[config.mk]
export PLATFORM = sky130hd
export DESIGN_NAME = mem_stage_ctrl
export DESIGN_NICKNAME = d
export VERILOG_FILES = /design/src/rtl/mem_stage_ctrl.sv
export SDC_FILE = /design/constraint.sdc
export NUM_CORES = 1
export LEC_CHECK = 0
export ABC_AREA = 1
export BUFFER_PORTS_ARGS = -buffer_cell sky130_fd_sc_hd__clkbuf_2
export CORE_MARGIN = 2
export CORE_UTILIZATION = 49
export CTS_CLUSTER_DIAMETER = 30
export DETAILED_ROUTE_END_ITERATION = 10
export PLACE_DENSITY = 0.81
export REMOVE_ABC_BUFFERS = 1
export SKIP_CTS_REPAIR_TIMING = 1
export SLEW_MARGIN = 20
export SYNTH_ARGS = -nofsm -noshare
export SYNTH_HDL_FRONTEND = slang
export SYNTH_SLANG_ARGS = --single-unit
[constraint.sdc]
create_clock -name clk -period 1.9 [get_ports clk]
set_input_delay 0.285 -clock clk [delete_from_list [all_inputs] [get_ports clk]]
set_output_delay 0.285 -clock clk [all_outputs]
set_load 0.01 [all_outputs]
[src/rtl/mem_stage_ctrl.sv]
// MEM pipeline stage: EXE->WB handshake, load-response wait FSM, load data alignment and a stalled-load watchdog.
// Define MS_LD_EXT_EN to enable byte/halfword extraction; otherwise every load returns the full word.
module mem_stage_ctrl #(
   parameter int unsigned WAIT_MAX = 15
) (
   input  logic        clk,
   input  logic        resetn,
   input  logic        es2ms_valid,
   input  logic [38:0] es_rf_zip,
   input  logic [31:0] es_pc,
   input  logic [2:0]  es_ld_op,
   output logic        ms_allowin,
   input  logic [31:0] data_sram_rdata,
   input  logic        data_sram_data_ok,
   input  logic        ws_allowin,
   output logic        ms2ws_valid,
   output logic [69:0] ms2ws_bus,
   output logic [37:0] ms_rf_zip,
   output logic        ms_timeout
);

   localparam logic [1:0] ST_IDLE = 2'b00;
   localparam logic [1:0] ST_WAIT = 2'b01;
   localparam logic [1:0] ST_HOLD = 2'b10;

   localparam logic [7:0] WAIT_LAST = 8'(WAIT_MAX - 32'd1);

   logic        ms_valid_q;
   logic [1:0]  state_q,   state_d;
   logic [38:0] zip_q;
   logic [31:0] pc_q;
   logic [31:0] rbuf_q;
   logic [7:0]  wcnt_q,    wcnt_d;
   logic        timeout_q, timeout_d;

   logic        res_from_mem_s;
   logic        dok_hit_s;
   logic        ready_go_s;
   logic        allowin_s;
   logic        accept_s;
   logic [31:0] rdata_s;
   logic [31:0] ld_data_s;
   logic [31:0] wdata_s;

`ifdef MS_LD_EXT_EN
   logic [2:0]  ld_op_q;

   function automatic logic [31:0] ld_extend(input logic [2:0]  op,
                                             input logic [1:0]  addr,
                                             input logic [31:0] word);
      logic [7:0]  b;
      logic [15:0] h;
      b = word[{addr, 3'b000} +: 8];
      h = addr[1] ? word[31:16] : word[15:0];
      case (op)
         3'b001:  return {{24{b[7]}}, b};
         3'b010:  return {{16{h[15]}}, h};
         3'b011:  return {24'h000000, b};
         3'b100:  return {16'h0000, h};
         default: return word;
      endcase
   endfunction
`else
   logic unused_ld_op_s;
   assign unused_ld_op_s = ^es_ld_op;
`endif

   assign res_from_mem_s = zip_q[38];
   // data_ok only counts while a load is actually waiting for it
   assign dok_hit_s      = (state_q == ST_WAIT) & data_sram_data_ok;
   assign ready_go_s     = ~res_from_mem_s | dok_hit_s | (state_q == ST_HOLD);
   assign allowin_s      = ~ms_valid_q | (ready_go_s & ws_allowin);
   assign accept_s       = es2ms_valid & allowin_s;
   assign rdata_s        = dok_hit_s ? data_sram_rdata : rbuf_q;

`ifdef MS_LD_EXT_EN
   assign ld_data_s = ld_extend(ld_op_q, zip_q[1:0], rdata_s);
`else
   assign ld_data_s = rdata_s;
`endif

   assign wdata_s = res_from_mem_s ? ld_data_s : zip_q[31:0];

   // Next FSM state: a departing or empty slot takes whatever arrives, a stalled load moves to HOLD on data_ok
   always_comb begin
      state_d = state_q;
      if (allowin_s) begin
         if (es2ms_valid) begin
            state_d = es_rf_zip[38] ? ST_WAIT : ST_HOLD;
         end else begin
            state_d = ST_IDLE;
         end
      end else if (dok_hit_s) begin
         state_d = ST_HOLD;
      end else begin
         state_d = state_q;
      end
   end

   // Watchdog: count cycles spent waiting, latch the flag once the limit is reached
   always_comb begin
      wcnt_d    = 8'd0;
      timeout_d = timeout_q;
      if ((state_q == ST_WAIT) && !dok_hit_s) begin
         wcnt_d = (wcnt_q == 8'hFF) ? wcnt_q : (wcnt_q + 8'd1);
      end else begin
         wcnt_d = 8'd0;
      end
      if ((state_q == ST_WAIT) && (wcnt_q >= WAIT_LAST)) begin
         timeout_d = 1'b1;
      end else begin
         timeout_d = timeout_q;
      end
   end

   // Stage state, payload latch and read-data buffer
   always_ff @(posedge clk or negedge resetn) begin
      if (!resetn) begin
         ms_valid_q <= 1'b0;
         state_q    <= ST_IDLE;
         zip_q      <= 39'd0;
         pc_q       <= 32'd0;
         rbuf_q     <= 32'd0;
         wcnt_q     <= 8'd0;
         timeout_q  <= 1'b0;
`ifdef MS_LD_EXT_EN
         ld_op_q    <= 3'd0;
`endif
      end else begin
         if (allowin_s) begin
            ms_valid_q <= es2ms_valid;
         end
         if (accept_s) begin
            zip_q   <= es_rf_zip;
            pc_q    <= es_pc;
`ifdef MS_LD_EXT_EN
            ld_op_q <= es_ld_op;
`endif
         end
         if (dok_hit_s) begin
            rbuf_q <= data_sram_rdata;
         end
         state_q   <= state_d;
         wcnt_q    <= wcnt_d;
         timeout_q <= timeout_d;
      end
   end

   assign ms_allowin  = allowin_s;
   assign ms2ws_valid = ms_valid_q & ready_go_s;
   assign ms2ws_bus   = {zip_q[37], zip_q[36:32], wdata_s, pc_q};
   assign ms_rf_zip   = {zip_q[37] & ms_valid_q, zip_q[36:32], wdata_s};
   assign ms_timeout  = timeout_q;

endmodule

==> results of run 1 <==
[cells in the mapped netlist (all sizes together)]
library cell and n:
o21bai 1, a31oi 33, buf 67, o31ai 1, nor3 1, clkbuf 12, nand2 264, nor2 40
o211a 1, nand3 80, dfrtp 115, nand4 3, o21ai 5, ha 2, nand3b 2, inv 14
and2 1
[power by group through the flow]
stage / Sequential [mW] / Clock (mW) / Combinational, mW
CTS: 3.87 / 3.10 / 4.67
detailed placement: 3.89 / 0 / 4.67
global route: 4.00 / 3.23 / 6.52
floorplan: 4.08 / 0 / 2.27
finish: 3.89 / 3.07 / 5.94
global placement: 3.88 / 0 / 4.57
[layer usage]
metal	vias to the layer above	global-route usage, %	wire (microns)	share of wire (%)
li1	2422	-	-	-
met1	2430	28.8	6090	41
met2	203	36.7	7640	51
met3	9	7.23	1160	7.7
met4	0	7.69	114	0.76
met5	-	0	0	0
[flip-flops by register name, indices dropped and copies added, names as in the netlist]
register and flops:
zip_q 39, pc_q 32, rbuf_q 32, wcnt_q 8, state_q 2, ms_timeout 1
ms_valid_q 1
[kinds of logic (layout without fill, tap and decap cells)]
| kind of cell | after synthesis | in the layout |
|---|---|---|
| buffers and inverters | 93 | 297 |
| adders and majority gates | 2 | 2 |
| DFF | 115 | 115 |
| AOI/OAI and AO/OA | 41 | 41 |
| and+or+nand+nor | 391 | 391 |
[path summary, 6_finish.rpt]
check | end | slack (ns)
worst max-delay path | ms_rf_zip[17] | -0.25
worst min-delay path | pc_q[23]$_DFFE_PN0P_ | 0.008
worst max register to register | zip_q[5]$_DFFE_PN0P_ | 0.07
worst min register to register | pc_q[18]$_DFFE_PN0P_ | 0.47
max in group asynchronous | pc_q[20]$_DFFE_PN0P_ | 1.03
min in group asynchronous | ms_timeout$_DFFE_PN0P_ | 0.28
[cell type report]
type                            count  share of cell area, %
Tap cell                          140                   2.26
Clock inverter                     15                   2.07
Sequential cell                   115                   37.1
Multi-Input combinational cell    434                   31.2
Timing Repair Buffer              251                   21.3
Clock buffer                       17                   5.34
Inverter                           14                  0.775
[metrics by stage]
stage	setup WS [ns]	util [%]	TNS, ns
4_1_cts	-0.430	64.2	-21.10
5_1_grt	-0.341	71.2	-20.57
2_1_floorplan	-0.885	-	-76.01
6_report	-0.254	71.2	-13.83
3_3_place_gp	0.184	59.0	0
3_5_place_dp	0.117	59.0	0
[critical path, delay by kind of cell, from the launching register on]
| family | cells | cell delay, ns |
|---|---|---|
| compound gates | 1 | 0.18 |
| simple gates | 2 | 0.24 |
| buf+inv | 4 | 0.55 |
| flops | 1 | 0.40 |
==> results.py, run 1 <==
metrics = {
    "status": {
        "status": "complete, but fails checks",
        "violations": "negative setup slack",
    },
    "logic_synthesis": {
        "syn_inst": 642,
        "synth_area_per_cell_sq_um": 8.54,
        "ys_top_cells_by_area": "dfrtp_1 52%, nand2_1 18%, buf_4 5.9%",
        "synth_area_leader_cell": "dfrtp_1",
        "synth_top_family_by_area": "simple AND/OR/NAND/NOR gates",
        "synth_fa_ha_area_share_pct": 0.456,
        "ys_seq_area_share_pct": 52.5,
        "yosys.area_share.simple_pct": 31.5,
        "yosys.area.top_type_share_pct": 52.5,
        "ys_ff_latch": 115,
        "yosysWarnings": 0,
        "synth_cell_type_count": 26,
        "netlist_area_sq_mm": 0.00548,
        "synth-compound-area-share_pct": 4.68,
        "synth_xor_area_share_pct": 0,
        "muxShareOfSynthArea_pct": 0,
    },
    "global_route": {
        "grt_pass1_wl_mm": 21.1,
        "grt_overflow": 0,
        "grt_use_total_pct": 22.7,
        "grt_pass1_vias": 4462,
        "antenna_found_initial": 0,
        "grt_max_degree": 52,
    },
    "floorplanning": {
        "start_util_pct": 50.4,
        "rows": 38,
        "die_y_microns": 110,
        "io_pins": 222,
        "die_w_microns": 110,
        "die_area_sq_mm": 0.0121,
        "fp.coreArea_sq_mm": 0.0109,
    },
    "detailed_routing": {
        "avgViaCountPerCell": 5.14,
        "dr.first_iter.drc_count": 285,
        "wl_per_cell_microns": 15.2,
        "ant_nets": 0,
        "dr.pass1.iters": 5,
        "drc": 0,
        "vias": 5064,
        "drt_wl_total_mm": 15.0,
    },
    "power_and_ir_drop": {
        "p_sw_share_pct": 39.2,
        "combPwrFrac_pct": 46.0,
        "irDropWorstVdd_v": 0.000936,
        "pwr_density_cell_mw_per_mm2": 1660,
        "leakage_nw": 4.17,
        "power.total_mw": 12.9,
        "pwr-share-clk_pct": 23.8,
        "p_sw_mw": 5.06,
        "power_frac_seq_pct": 30.1,
        "power.internal_mw": 7.84,
    },
    "sta": {
        "relSlewSlack_pct": 69.9,
        "rsz0062_at_grt": "yes",
        "holdWs_ns": 0.00762,
        "finalSetupViolCount": 66,
        "period_share_pct": 113,
        "fmax_mhz": 464,
        "slew_violations": 0,
        "finalHoldViolCount": 0,
        "worst_slack_ns": -0.254,
        "fin_skew_ns": 0.0100,
        "period_minus_slack_ns": 2.15,
        "worst_pin_slew_ns": 0.451,
    },
    "worst_setup_path": {
        "startpoint": "state_q[1]$_DFFE_PN0P_",
        "required_ns": 1.62,
        "critical_path.max_fanout": 7,
        "cp-end-kind": "output pin",
        "crit_type": "reg -> out",
        "cp_cell_sequence": "inv_2, nand3_4, inv_8, buf_6, nand2_1, a31oi_1, buf_2",
        "slowest_stage": "dfrtp_1",
        "cp.arrival_ns": 1.87,
        "reg2reg_depth": 11,
        "slowest_delay_ns": 0.40,
        "start_kind": "flip-flop",
        "regToRegStartpoint": "state_q[1]$_DFFE_PN0P_",
    },
    "layout": {
        "num-fill-cells": 784,
        "multi_input_area_sq_mm": 0.00242,
        "ff_latch_area_sq_mm": 0.00288,
        "final_cell_area_sq_mm": 0.00775,
        "diodes": 0,
        "area_delta_synth_final_pct": 41.4,
        "finalNonFillerCells": 986,
        "final_nets": 946,
        "final_common_cell": "nand2_1",
        "drive_above_1_share_pct": 42.0,
        "layout_common_cells": "242 x nand2_1, 155 x clkbuf_2, 113 x dfrtp_1",
    },
    "clocking": {
        "h-tree-depth": 4,
        "numCtsBuffers": 17,
        "clk_pin_slew_ns": 0.06,
        "cts_tree": "yes",
        "cts_sinks": 115,
        "clockBufferDepth": 2,
        "clk_latency_ns": 0.50,
        "ctsRootBufferMaster": "clkbuf_8",
    },
    "placed_design": {
        "gp_congestion": 0.766,
        "dp_hpwl_mm": 9.58,
        "numPortBuffers": 218,
        "placed_cell_area_sq_mm": 0.00642,
        "placed_cells": 937,
    },
    "flow_run": {
        "maxCapViolCount": 0,
    },
    "min_path": {
        "hp-start": "es_pc[23]",
        "hp-class": "in -> reg",
        "whs_path_depth": 3,
    },
}
Power figures use the tool's default switching activity.
==> run 2: changes to the inputs <==
--- a/config.mk
+++ b/config.mk
@@ -11,8 +11,9 @@
 export CORE_UTILIZATION = 49
 export CTS_CLUSTER_DIAMETER = 30
 export DETAILED_ROUTE_END_ITERATION = 10
-export PLACE_DENSITY = 0.81
+export PLACE_DENSITY = 0.92
 export REMOVE_ABC_BUFFERS = 1
+export SETUP_SLACK_MARGIN = 0.05
 export SKIP_CTS_REPAIR_TIMING = 1
 export SLEW_MARGIN = 20
 export SYNTH_ARGS = -nofsm -noshare
==> run 2 against run 1 <==
  * The flow finishes with violations (negative hold slack, negative setup slack)
  * Non-clock buffer count is 21 higher
  * Power is 6.7% higher
  * Critical path depth stayed put
  * Hold slack worse by 0.019 ns
  * Wire length is 17% higher
  * Setup slack worse by 0.0090 ns
  * Design area is 5.7% higher
  * Core utilization is 4.1 points higher
  * Cell count is 2.3% higher
  * Clock-buffer cell count is 6 higher
  * Register-to-register slack hardly changed
  * Sequential cell count stayed put
  * Critical path type unchanged
  * Critical endpoint is now ms_rf_zip[11]
  * Largest power group unchanged
  * Highest routed layer unchanged
==> results.py, run 2 (synthesis gave the netlist of run 1 again) <==
metrics = {
    "status": {
        "status": "complete, but fails checks",
        "violations": "negative hold slack, negative setup slack",
    },
    "detailed_routing": {
        "dr.pass1.iters": 7,
        "dr.first_iter.drc_count": 385,
        "wl_met3_mm": 1.21,
        "dr_wl_met2_mm": 9.29,
        "ant_nets": 0,
        "vias": 5401,
        "drt-met1-wl_mm": 6.70,
        "avgViaCountPerCell": 5.35,
        "drc": 0,
        "drt_wl_total_mm": 17.5,
        "wl_per_cell_microns": 17.4,
        "top_layer_used": "met4",
    },
    "placed_design": {
        "numPortBuffers": 218,
        "dp_worst_setup_slack_ns": 0.149,
        "placed_cell_area_sq_mm": 0.00645,
        "dp_hpwl_mm": 9.82,
        "gp_congestion": 0.816,
    },
    "global_route": {
        "grt_overflow": 0,
        "grt_pass1_vias": 4637,
        "antenna_found_initial": 0,
        "grt_pass1_wl_mm": 21.9,
        "grt_use_total_pct": 23.8,
        "grt_max_degree": 51,
    },
    "layout": {
        "final_nets": 969,
        "largest_register": "zip_q",
        "final_cell_area_sq_mm": 0.00820,
        "reg_top3": "zip_q x39, pc_q x32, rbuf_q x32",
        "layout_common_cells": "234 x nand2_1, 150 x clkbuf_2, 113 x dfrtp_1",
        "final_common_cell": "nand2_1",
        "largest_reg_flops": 39,
        "diodes": 0,
        "area_delta_synth_final_pct": 49.5,
        "drive_above_1_share_pct": 43.8,
    },
    "floorplanning": {
        "die_area_sq_mm": 0.0121,
        "die_w_microns": 110,
        "rows": 38,
        "start_util_pct": 50.4,
        "io_pins": 222,
        "fp.coreArea_sq_mm": 0.0109,
        "die_y_microns": 110,
    },
    "min_path": {
        "hp-class": "in -> reg",
    },
    "worst_setup_path": {
        "ff2ff_setup_slack_ns": 0.06,
        "crit_type": "reg -> out",
        "cp_cell_sequence": "inv_2, nand3_4, buf_4, clkbuf_16, nand2_1, a31oi_2, buf_2",
        "startpoint": "state_q[1]$_DFFE_PN0P_",
        "cp.arrival_ns": 1.88,
        "cp-end-kind": "output pin",
        "endpoint": "ms_rf_zip[11]",
        "slowest_delay_ns": 0.38,
        "start_kind": "flip-flop",
        "critical_path.max_fanout": 5,
        "regToRegStartpoint": "state_q[1]$_DFFE_PN0P_",
        "reg2reg_to": "zip_q[34]$_DFFE_PN0P_",
        "reg2reg_depth": 12,
        "required_ns": 1.62,
        "slowest_stage": "dfrtp_1",
    },
    "sta": {
        "worst_pin_slew_ns": 0.601,
        "worst_slack_ns": -0.263,
        "period_minus_slack_ns": 2.16,
        "holdWs_ns": -0.0115,
        "rsz0062_at_grt": "yes",
        "fmax_mhz": 462,
        "slew_violations": 0,
        "tns_ns": -13.25,
        "fin_skew_ns": 0.0148,
        "relSlewSlack_pct": 59.9,
        "period_share_pct": 114,
        "finalHoldViolCount": 7,
        "finalSetupViolCount": 66,
    },
    "clocking": {
        "cts_sinks": 115,
        "clockBufferDepth": 2,
        "numCtsBuffers": 17,
        "ctsRootBufferMaster": "clkbuf_8",
        "clk_latency_ns": 0.52,
        "h-tree-depth": 4,
        "clk_pin_slew_ns": 0.06,
        "cts_tree": "yes",
    },
    "power_and_ir_drop": {
        "pwr-share-clk_pct": 25.2,
        "combPwrFrac_pct": 46.1,
        "irDropWorstVdd_v": 0.000968,
        "pwr_density_cell_mw_per_mm2": 1680,
        "p_sw_share_pct": 38.3,
        "p_sw_mw": 5.27,
        "power.internal_mw": 8.49,
        "leakage_nw": 4.36,
        "power_frac_seq_pct": 28.7,
        "power.total_mw": 13.8,
    },
    "flow_run": {
        "maxCapViolCount": 0,
    },
}
run 2: changes by cell type in the layout (fill, tap and decap cells not counted), sizes merged:
| cell | delta |
|---|---|
| inv | -3 |
| dlygate4sd3 | +7 |
| clkinv | -6 |
| clkbuf | +8 |
| bufinv | +3 |
| nand2 | +2 |
| buf | +12 |
run 2: per-layer routing:
layer  global-route usage (%)  vias to the layer above
met4                     7.41                        0
li1                         -                     2471
met2                     40.4                      314
met5                        0                        -
met3                     6.64                       37
met1                     29.4                     2579
run 2: per-stage QoR:
| step | utilization [%] | hold WS, ns | cells |
|---|---|---|---|
| global placement | 59.3 | 0.247 | 938 |
| CTS | 65.1 | -0.299 | 970 |
| detailed placement | 59.3 | 0.243 | 938 |
| floorplan | - | -0.0106 | 563 |
| finish | 75.3 | -0.0115 | 1009 |
| global route | 75.3 | -0.00180 | 1009 |
run 2: area by class of cell:
class,count,area (sq um)
Clock buffer,23,467
Tap cell,140,175
Multi-Input combinational cell,436,2510
Fill cell,693,2690
Timing Repair Buffer,272,1920
Clock inverter,9,175
Inverter,14,65.1
Sequential cell,115,2880
run 2: worst min path at each step:
stage	startpoint	depth (start not counted)	slack [ns]	to
global placement	resetn	1	0.25	wcnt_q[6]$_DFFE_PN0P_
global route	es_pc[8]	3	-0.002	pc_q[8]$_DFFE_PN0P_
CTS	resetn	1	-0.30	wcnt_q[3]$_DFFE_PN0P_
finish	es_pc[26]	3	-0.01	pc_q[26]$_DFFE_PN0P_
floorplan	resetn	0	-0.01	ms_timeout$_DFFE_PN0P_
detailed placement	resetn	1	0.24	wcnt_q[3]$_DFFE_PN0P_
run 2: worst max-delay path, delay by kind of cell (launching register included):
kind / cells / cell delay, ns
compound gates: 1 / 0.22
simple gates: 2 / 0.23
flops: 1 / 0.38
buf+inv: 4 / 0.52
run 2: power groups by stage:
stage                     Clock [mW]  Sequential (mW)  Combinational, mW
after floorplan                    0             4.08               2.27
after global placement             0             3.87               4.57
after detailed placement           0             3.90               4.72
after CTS                       3.48             3.89               4.74
after global routing            3.62             4.03               6.88
final                           3.47             3.95               6.34
==> run 3: changes to the inputs <==
--- a/config.mk
+++ b/config.mk
@@ -7,7 +7,6 @@
 export LEC_CHECK = 0
 export ABC_AREA = 1
 export BUFFER_PORTS_ARGS = -buffer_cell sky130_fd_sc_hd__clkbuf_2
-export CORE_MARGIN = 2
 export CORE_UTILIZATION = 49
 export CTS_CLUSTER_DIAMETER = 30
 export DETAILED_ROUTE_END_ITERATION = 10
==> constraint.sdc (replaced) <==
create_clock -name clk -period 1.9 [get_ports clk]
set_input_delay 0.38 -clock clk [delete_from_list [all_inputs] [get_ports clk]]
set_output_delay 0.38 -clock clk [all_outputs]
set_load 0.01 [all_outputs]
==> run 3 against run 2 <==
  * The flow still finishes with violations (negative hold slack, negative setup slack)
  * Cell count decreased by 2.5%
  * Combinational power shrank 12%
  * Die area is 3.6% lower
  * Hold slack worse by 0.032 ns
  * Wire length shrank 15%
  * Critical path depth unchanged
  * Clock-buffer cell count is 6 lower
  * First-iteration DRC count fell by 7.8%
  * Clock skew fell by 0.0035 ns
  * Global-route usage shrank 0.35 points
  * Register-to-register slack improved by 0.06 ns
  * Setup slack got worse by 0.087 ns
==> results.py, run 3 (synthesis gave the netlist of run 1 again) <==
metrics = {
    "worst_setup_path": {
        "crit_family": "buffers and inverters",
        "required_ns": 1.52,
        "ff2ff_setup_slack_ns": 0.12,
        "cp-end-kind": "output pin",
        "regToRegStartpoint": "state_q[0]$_DFFE_PN0P_",
        "start_kind": "flip-flop",
        "slowest_delay_ns": 0.41,
        "path_depth": 7,
        "critical_path.max_fanout": 7,
        "endpoint": "ms2ws_bus[49]",
        "slowest_stage": "dfrtp_1",
        "reg2reg_to": "zip_q[32]$_DFFE_PN0P_",
        "critPathBufInv": 4,
        "crit_type": "reg -> out",
        "reg2reg_depth": 10,
        "cp_cell_sequence": "inv_2, nand3_4, inv_6, buf_8, nand2_1, a31oi_4, buf_2",
        "cp.arrival_ns": 1.87,
        "startpoint": "state_q[1]$_DFFE_PN0P_",
    },
    "placed_design": {
        "placed_cell_area_sq_mm": 0.00643,
        "numPortBuffers": 218,
        "gp_congestion": 0.814,
        "dp_worst_setup_slack_ns": 0.0562,
        "placed_cells": 937,
        "dp_hpwl_mm": 9.19,
    },
    "detailed_routing": {
        "dr.pass1.iters": 5,
        "wl_per_cell_microns": 15.1,
        "vias": 5067,
        "avgViaCountPerCell": 5.15,
        "dr.first_iter.drc_count": 355,
        "ant_nets": 0,
        "drt_wl_total_mm": 14.8,
        "drc": 0,
    },
    "floorplanning": {
        "start_util_pct": 50.4,
        "die_area_sq_mm": 0.0116,
        "fp.coreArea_sq_mm": 0.0109,
        "die_w_microns": 108,
        "die_y_microns": 108,
        "rows": 38,
        "io_pins": 222,
    },
    "layout": {
        "final_util_pct": 69.5,
        "final_common_cell": "nand2_1",
        "largest_reg_flops": 39,
        "layout_common_cells": "247 x nand2_1, 158 x clkbuf_2, 113 x dfrtp_1",
        "largest_register": "zip_q",
        "final_nets": 944,
        "reg_top3": "zip_q x39, pc_q x32, rbuf_q x32",
        "drive_above_1_share_pct": 41.4,
        "area_delta_synth_final_pct": 38.1,
        "final_cell_area_sq_mm": 0.00757,
        "diodes": 0,
        "finalNonFillerCells": 984,
    },
    "power_and_ir_drop": {
        "leakage_nw": 4.11,
        "pwr_density_cell_mw_per_mm2": 1670,
        "pwr-share-clk_pct": 24.9,
        "p_sw_mw": 4.97,
        "p_sw_share_pct": 39.4,
        "power.internal_mw": 7.64,
        "combPwrFrac_pct": 44.0,
        "irDropWorstVdd_v": 0.00104,
        "power_frac_seq_pct": 31.1,
    },
    "sta": {
        "period_minus_slack_ns": 2.25,
        "slew_violations": 0,
        "finalSetupViolCount": 66,
        "relSlewSlack_pct": 60.3,
        "holdWs_ns": -0.0436,
        "fmax_mhz": 445,
        "rsz0062_at_grt": "yes",
        "finalHoldViolCount": 77,
        "worst_pin_slew_ns": 0.595,
        "worst_slack_ns": -0.349,
        "period_share_pct": 118,
        "fin_skew_ns": 0.0113,
    },
    "clocking": {
        "clockBufferDepth": 2,
        "h-tree-depth": 4,
        "clk_pin_slew_ns": 0.06,
        "clk_latency_ns": 0.50,
        "numCtsBuffers": 17,
        "cts_tree": "yes",
        "cts_sinks": 115,
        "ctsRootBufferMaster": "clkbuf_8",
    },
    "min_path": {
        "hp-class": "in -> async",
    },
    "global_route": {
        "grt_overflow": 0,
        "grt_use_total_pct": 23.4,
        "grt_max_degree": 116,
        "antenna_found_initial": 0,
        "grt_pass1_wl_mm": 21.1,
        "grt_pass1_vias": 4749,
    },
    "flow_run": {
        "maxCapViolCount": 0,
    },
    "status": {
        "violations": "negative hold slack, negative setup slack",
        "status": "complete, but fails checks",
    },
}
-- run 3: cell types whose count changed in the layout (fill, tap and decap cells not counted), sizes merged --
cell	previous run	this run
clkinvlp	2	4
clkbuf	182	178
bufinv	5	2
dlygate4sd3	12	0
inv	13	23
nand2	266	264
buf	101	88
clkinv	3	0
-- run 3: cell type report --
type / instances / area, sq um
clock buffer: 17 / 414
clock inverter: 15 / 169
fill: 796 / 3320
inverter: 14 / 57.6
multi-input combinational: 434 / 2320
sequential: 115 / 2880
tap: 140 / 175
timing repair buffer: 249 / 1550
-- run 3: power by group through the flow --
stage	combinational (mW)	sequential, mW	clock [mW]
floorplan	2.27	4.08	0
global placement	4.54	3.88	0
detailed placement	4.69	3.90	0
CTS	4.70	3.88	3.19
global route	6.09	4.02	3.31
finish	5.55	3.92	3.14
-- run 3: routing by layer --
metal | share of wire (%) | wire length (microns) | global-route usage, %
met5 | 0 | 0 | 0
met4 | 1.1 | 156 | 7.73
met3 | 5.1 | 751 | 5.02
met2 | 53 | 7850 | 43.4
met1 | 41 | 6080 | 26.6
-- run 3: worst min-delay path by stage --
| stage | start | endpoint | slack [ns] | cells past startpoint |
|---|---|---|---|---|
| 2_1_floorplan | resetn | ms_timeout$_DFFE_PN0P_ | 0.08 | 0 |
| 3_3_place_gp | zip_q[5]$_DFFE_PN0P_ | zip_q[5]$_DFFE_PN0P_ | 0.45 | 2 |
| 3_5_place_dp | pc_q[13]$_DFFE_PN0P_ | pc_q[13]$_DFFE_PN0P_ | 0.46 | 2 |
| 4_1_cts | resetn | pc_q[0]$_DFFE_PN0P_ | -0.03 | 2 |
| 5_1_grt | resetn | pc_q[14]$_DFFE_PN0P_ | -0.00003 | 2 |
| 6_report | resetn | pc_q[0]$_DFFE_PN0P_ | -0.04 | 2 |
-- run 3: metrics by stage --
| step | hold WS [ns] | setup TNS [ns] | total power [mW] |
|---|---|---|---|
| after floorplan | 0.0844 | -82.28 | 6.35 |
| after CTS | -0.0279 | -23.98 | 11.8 |
| after global placement | 0.454 | 0 | 8.42 |
| after detailed placement | 0.458 | 0 | 8.59 |
| after global routing | -0.0000264 | -24.41 | 13.4 |
| final | -0.0436 | -18.31 | 12.6 |
